File: src/rtl/ws2812_pkg.sv
// Shared definitions for the WS2812 single-wire link: decoder FSM states and
// default pulse timing shared with the transmitter.
package ws2812_pkg;

   localparam int unsigned CNT_W         = 12;
   localparam int unsigned T1_MIN_CYC    = 30;
   localparam int unsigned THIGH_MIN_CYC = 5;
   localparam int unsigned THIGH_MAX_CYC = 60;
   localparam int unsigned TRESET_CYC    = 2500;

   typedef enum logic [1:0] {
      StSync,
      StIdle,
      StHigh,
      StLow
   } state_e;

   // Saturating increment for the pulse-length counters.
   function automatic logic [CNT_W-1:0] sat_inc(input logic [CNT_W-1:0] c);
      return (&c) ? c : c + CNT_W'(1);
   endfunction

endpackage

File: src/rtl/sync_2ff.sv
// Two-flop synchronizer for a single asynchronous bit; both stages reset to 0.
module sync_2ff (
   input  logic clk,
   input  logic rst,
   input  logic d,
   output logic q
);

   logic meta;

   always_ff @(posedge clk) begin
      if (rst) begin
         meta <= 1'b0;
         q    <= 1'b0;
      end else begin
         meta <= d;
         q    <= meta;
      end
   end

endmodule

File: src/rtl/ws2812_rx_decoder.sv
// WS2812 NRZ receiver: classifies high-pulse widths into bits, assembles MSB-first
// words and flags latch gaps and protocol errors with one-cycle strobes.
module ws2812_rx_decoder
   import ws2812_pkg::*;
#(
   parameter int unsigned W             = 24,
   parameter int unsigned T1_MIN_CYC    = ws2812_pkg::T1_MIN_CYC,
   parameter int unsigned THIGH_MIN_CYC = ws2812_pkg::THIGH_MIN_CYC,
   parameter int unsigned THIGH_MAX_CYC = ws2812_pkg::THIGH_MAX_CYC,
   parameter int unsigned TRESET_CYC    = ws2812_pkg::TRESET_CYC
) (
   input  logic         clk,
   input  logic         rst,
   input  logic         din,
   output logic [W-1:0] data,
   output logic         valid,
   output logic         latch,
   output logic         err,
   output logic [4:0]   bit_idx
);

   localparam logic [CNT_W-1:0] T1_C     = CNT_W'(T1_MIN_CYC);
   localparam logic [CNT_W-1:0] TMIN_C   = CNT_W'(THIGH_MIN_CYC);
   localparam logic [CNT_W-1:0] TOVER_C  = CNT_W'(THIGH_MAX_CYC + 1);
   localparam logic [CNT_W-1:0] TRESET_C = CNT_W'(TRESET_CYC);
   localparam logic [4:0]       LAST_IDX = 5'(W - 1);

   logic s, s_d, rise, fall;

   logic [CNT_W-1:0] hcnt_q, hcnt_d, lcnt_q, lcnt_d;
   state_e           state_q, state_d;
   logic [W-1:0]     shreg_q, shreg_d, data_q, data_d, shreg_next;
   logic [W:0]       shifted;
   logic [4:0]       idx_q, idx_d;
   logic             valid_q, valid_d, latch_q, latch_d, err_q, err_d;
   logic             bit_val;

   sync_2ff u_sync (
      .clk (clk),
      .rst (rst),
      .d   (din),
      .q   (s)
   );

   assign rise = s & ~s_d;
   assign fall = ~s & s_d;

   // Each counter runs while the line holds its level and clears on the other level.
   assign hcnt_d = s ? sat_inc(hcnt_q) : '0;
   assign lcnt_d = s ? '0 : sat_inc(lcnt_q);

   assign bit_val    = (hcnt_q >= T1_C);
   assign shifted    = {shreg_q, bit_val};
   assign shreg_next = shifted[W-1:0];

   always_comb begin
      state_d = state_q;
      shreg_d = shreg_q;
      data_d  = data_q;
      idx_d   = idx_q;
      valid_d = 1'b0;
      latch_d = 1'b0;
      err_d   = 1'b0;
      unique case (state_q)
         StSync: begin
            if (lcnt_q == TRESET_C) state_d = StIdle;
         end
         StIdle: begin
            if (rise) state_d = StHigh;
         end
         StHigh: begin
            if (s && hcnt_q == TOVER_C) begin
               err_d   = 1'b1;
               idx_d   = '0;
               shreg_d = '0;
               state_d = StSync;
            end else if (fall) begin
               if (hcnt_q < TMIN_C) begin
                  err_d   = 1'b1;
                  idx_d   = '0;
                  shreg_d = '0;
                  state_d = StSync;
               end else begin
                  shreg_d = shreg_next;
                  state_d = StLow;
                  if (idx_q == LAST_IDX) begin
                     data_d  = shreg_next;
                     valid_d = 1'b1;
                     idx_d   = '0;
                  end else begin
                     idx_d = idx_q + 5'd1;
                  end
               end
            end
         end
         StLow: begin
            if (rise) begin
               state_d = StHigh;
            end else if (lcnt_q == TRESET_C) begin
               latch_d = 1'b1;
               err_d   = (idx_q != '0);
               idx_d   = '0;
               shreg_d = '0;
               state_d = StIdle;
            end
         end
         default: state_d = StSync;
      endcase
   end

   always_ff @(posedge clk) begin
      if (rst) begin
         s_d     <= 1'b0;
         hcnt_q  <= '0;
         lcnt_q  <= '0;
         state_q <= StSync;
         shreg_q <= '0;
         data_q  <= '0;
         idx_q   <= '0;
         valid_q <= 1'b0;
         latch_q <= 1'b0;
         err_q   <= 1'b0;
      end else begin
         s_d     <= s;
         hcnt_q  <= hcnt_d;
         lcnt_q  <= lcnt_d;
         state_q <= state_d;
         shreg_q <= shreg_d;
         data_q  <= data_d;
         idx_q   <= idx_d;
         valid_q <= valid_d;
         latch_q <= latch_d;
         err_q   <= err_d;
      end
   end

   assign data    = data_q;
   assign valid   = valid_q;
   assign latch   = latch_q;
   assign err     = err_q;
   assign bit_idx = idx_q;

endmodule
File: config.mk
export PLATFORM = sky130hd
export DESIGN_NAME = ws2812_rx_decoder
export DESIGN_NICKNAME = d
export VERILOG_FILES = /design/src/rtl/ws2812_pkg.sv /design/src/rtl/sync_2ff.sv /design/src/rtl/ws2812_rx_decoder.sv
export SDC_FILE = /design/constraint.sdc
export NUM_CORES = 1
export LEC_CHECK = 0
export ABC_AREA = 0
export ABC_CLOCK_PERIOD_IN_PS = 2350
export CORE_UTILIZATION = 33
export DETAILED_ROUTE_END_ITERATION = 6
export PLACE_DENSITY_LB_ADDON = 0.15
export SLEW_MARGIN = 30
export SYNTH_ARGS = -nofsm -noshare
export SYNTH_HDL_FRONTEND = slang
export SYNTH_SLANG_ARGS = --single-unit
File: constraint.sdc
create_clock -name clk -period 2.35 [get_ports clk]
set_input_delay 0.47 -clock clk [delete_from_list [all_inputs] [get_ports clk]]
set_output_delay 0.47 -clock clk [all_outputs]
set_load 0.03 [all_outputs]
==> summary.txt <==
Drt
  – Via-per-instance ratio: 4.92
  – WL per Instance: 13.0 um
  – 1st-pass router iterations: 4
  – Routed WL: 7110 um
  – Iter 0 DRT Violations: 82
  – DRC: 0
  – Via count: 2696
  – Remaining antenna violation count: 0

GRT
  – Vias in the first global route: 2606
  – GRT Util Overall: 0.140
  – Largest net degree at the start of global routing: 38
  – GRT overflow: 0
  – Initial antenna violation count: 0
  – First-pass GRT wire length: 12500 um

Clock tree
  – CTS Sinks: 84
  – CTS tree: yes
  – Clock Tree Root: clkbuf_8
  – Clock transition at path regs: 0.09 ns
  – Hold_buf cts: 0
  – Post-cts sizing count: 0
  – H-tree depth: 3
  – Buffer count from post-CTS setup fixing: 0
  – Clk_lat worst skew: 0.36 ns
  – Total CTS buffers: 9
  – Maximum clock path buffer count: 2

Worst setup path
  – Worst path bufs/invs: 1
  – CP Launch Type: register
  – Critical Path RT: 1.88 ns
  – Critical path data arrival time: 1.55 ns
  – CP top delay family: buffers and inverters
  – Crit path largest cell delay: 0.72 ns
  – Worst Path Max Fanout: 7
  – Crit-path slowest cell: clkdlybuf4s50_1
  – Critical-path cell list: clkdlybuf4s50_1
  – Critical Path End Type: output port
  – CP Class: reg2out

Synthesis
  – Post-synth top area cell: dfxtp_1
  – Post-synthesis async set-or-reset flop share: 0
  – Synth Instances: 376
  – Mapped Nets: 387
  – Synthesized area: 3560 um^2
  – Top-count cell post-synth: dfxtp_1
  – Number of enable flip-flop cells after synthesis: 0
  – Seq/Total Area, Yosys: 0.472
  – Yosys reg bits: 84
  – Warnings from Yosys: 0
  – Cell variety after synth: 46
  – Yosys top cell area share: 0.472
  – Synth Flop Type: dfxtp_1
  – Synth top area cells: dfxtp_1 (47%), nand2b_1 (8.8%), mux2i_1 (6.5%)
  – Syn_area_per_cell: 9.48 um^2
  – Commonest cells in the netlist: dfxtp_1 (84), nand2b_1 (50), mux2i_1 (23), nor2_1 (23), o22ai_1 (23)

Floorplanning
  – Die span in x: 106 um
  – Chip Height: 106 um
  – Standard-cell rows: 37
  – Area of the core: 10400 um^2
  – Die ar.: 11200 um^2
  – Top Ports: 35
  – Initial Util: 0.342

STA
  – Hold Worst Slack: 0.401 ns
  – Final period util: 0.860
  – Max transition margin: 0.675
  – Setup violators final: 0
  – Unrepaired setup endpoints after global routing: no
  – TNS Setup: 0 ns
  – Shortest period the worst path allows: 2.02 ns
  – Hold Vio Cnt, Final: 0
  – Peak Freq: 495 MHz
  – Final Skew: 0.0126 ns
  – Final Max Slew Viols: 0
  – Actual slew at the worst max-slew pin: 0.487 ns
  – Final WS setup: 0.329 ns

Power and ir drop
  – Worst vdd ir: 0.000305 V
  – Switching part of the total: 0.224
  – Share of total power in the clock network: 0.442
  – Part of the power in registers: 0.537
  – Sw Pwr: 600 uW
  – Power per cell area: 627 nW/um^2
  – Combinational share of power: 0.021
  – LEAKAGE: 1.48 nW
  – Pint: 2.07 mW

Place
  – Gpl congestion: 0.773
  – Placed cells: 532
  – Post-Place Worst Slack: 0.381 ns
  – Hpwl dp: 4870 um
  – I/O Buffers: 34

Finish
  – Layout net count: 418
  – Antenna Cells: 0
  – Area grow syn2layout: 19.8%
  – Layout cells sized above 1: 0.0777
  – Fin cells: 548

Min path
  – Hold crit path type: in2reg

Job
  – Max cap viols: 0

Run status
  – Status: finished, final reports clean
## per-layer routing
layer | part of all wire | wire length (um) | track usage | vias to the layer above
li1 | - | - | - | 1392
met1 | 0.52 | 3680 | 0.193 | 1244
met2 | 0.43 | 3030 | 0.208 | 48
met3 | 0.038 | 268 | 0.0282 | 12
met4 | 0.018 | 128 | 0.0685 | 0
met5 | 0 | 0 | 0 | -
## registers in the layout, summed over array words and instances, names as in the netlist, 2 cells and up
register / cells
data: 24
state_q: 2
hcnt_q: 12
bit_idx: 5
shreg_q: 23
lcnt_q: 12
## power by group through the flow
stage                     sequential (mW)  clock, mW  combinational [mW]
after floorplan                      1.47          0              0.0438
after global placement               1.47          0              0.0560
after detailed placement             1.47          0              0.0564
after CTS                            1.44       1.23              0.0568
after global routing                 1.44       1.30              0.0625
final                                1.44       1.18              0.0551
## kinds of logic after synthesis
kind of cell,after synthesis,share of synthesized area
DFF,84,0.472
xor gates and xnor gates,14,0.0344
and+or+nand+nor,151,0.243
buffers and inverters,33,0.0400
adders and majority gates,8,0.0281
AOI/OAI and AO/OA,61,0.111
muxes,25,0.0709
## through the flow
| step | cell area [um^2] | power [mW] | utilization |
|---|---|---|---|
| 2_1_floorplan | 3560 | 1.51 | - |
| 3_3_place_gp | 4040 | 1.53 | 0.388 |
| 3_5_place_dp | 4040 | 1.53 | 0.388 |
| 4_1_cts | 4270 | 2.72 | 0.410 |
| 5_1_grt | 4270 | 2.80 | 0.410 |
| 6_report | 4270 | 2.67 | 0.410 |
## area by class of cell
cell class	instances	area [um^2]
fillers	1029	6150
multi-input cells	259	1740
flip-flops and latches	84	1680
repair buffers	42	408
well taps	136	170
clock buffers	9	124
clock inverters	7	105
inverters	11	41.3
## final timing paths
| kind | startpoint | end | slack [ns] | cells after the start |
|---|---|---|---|---|
| worst max-delay path | bit_idx[3]$_SDFFE_PP0P_ | bit_idx[3] | 0.33 | 1 |
| worst min-delay path | rst | bit_idx[1]$_SDFFE_PP0P_ | 0.40 | 2 |
| worst max register to register | hcnt_q[0]$_SDFFE_PP0N_ | data[11]$_SDFFE_PP0P_ | 0.39 | 8 |
| worst min register to register | u_sync.meta$_SDFF_PP0_ | u_sync.q$_SDFF_PP0_ | 0.44 | 1 |
## layout by cell type, fill, tap and decap left out, types with 6 or more instances in the layout
| cell | netlist | final |
|---|---|---|
| dfxtp_1 | 84 | 84 |
| nand2b_1 | 50 | 50 |
| clkdlybuf4s50_1 | 0 | 33 |
| nor2_1 | 23 | 23 |
| o22ai_1 | 23 | 23 |
| mux2i_1 | 23 | 23 |
| nand2_1 | 17 | 17 |
| a21oi_1 | 16 | 16 |
| inv_1 | 11 | 11 |
| and3_1 | 9 | 9 |
| nand4_1 | 9 | 9 |
| nand3_1 | 9 | 9 |
| clkbuf_8 | 0 | 9 |
| nor2b_1 | 8 | 8 |
| xor2_1 | 8 | 8 |
| ha_1 | 8 | 8 |
| nor3_1 | 7 | 7 |
| buf_4 | 0 | 7 |
| xnor2_1 | 6 | 6 |
(Power assumes the default switching activity.)
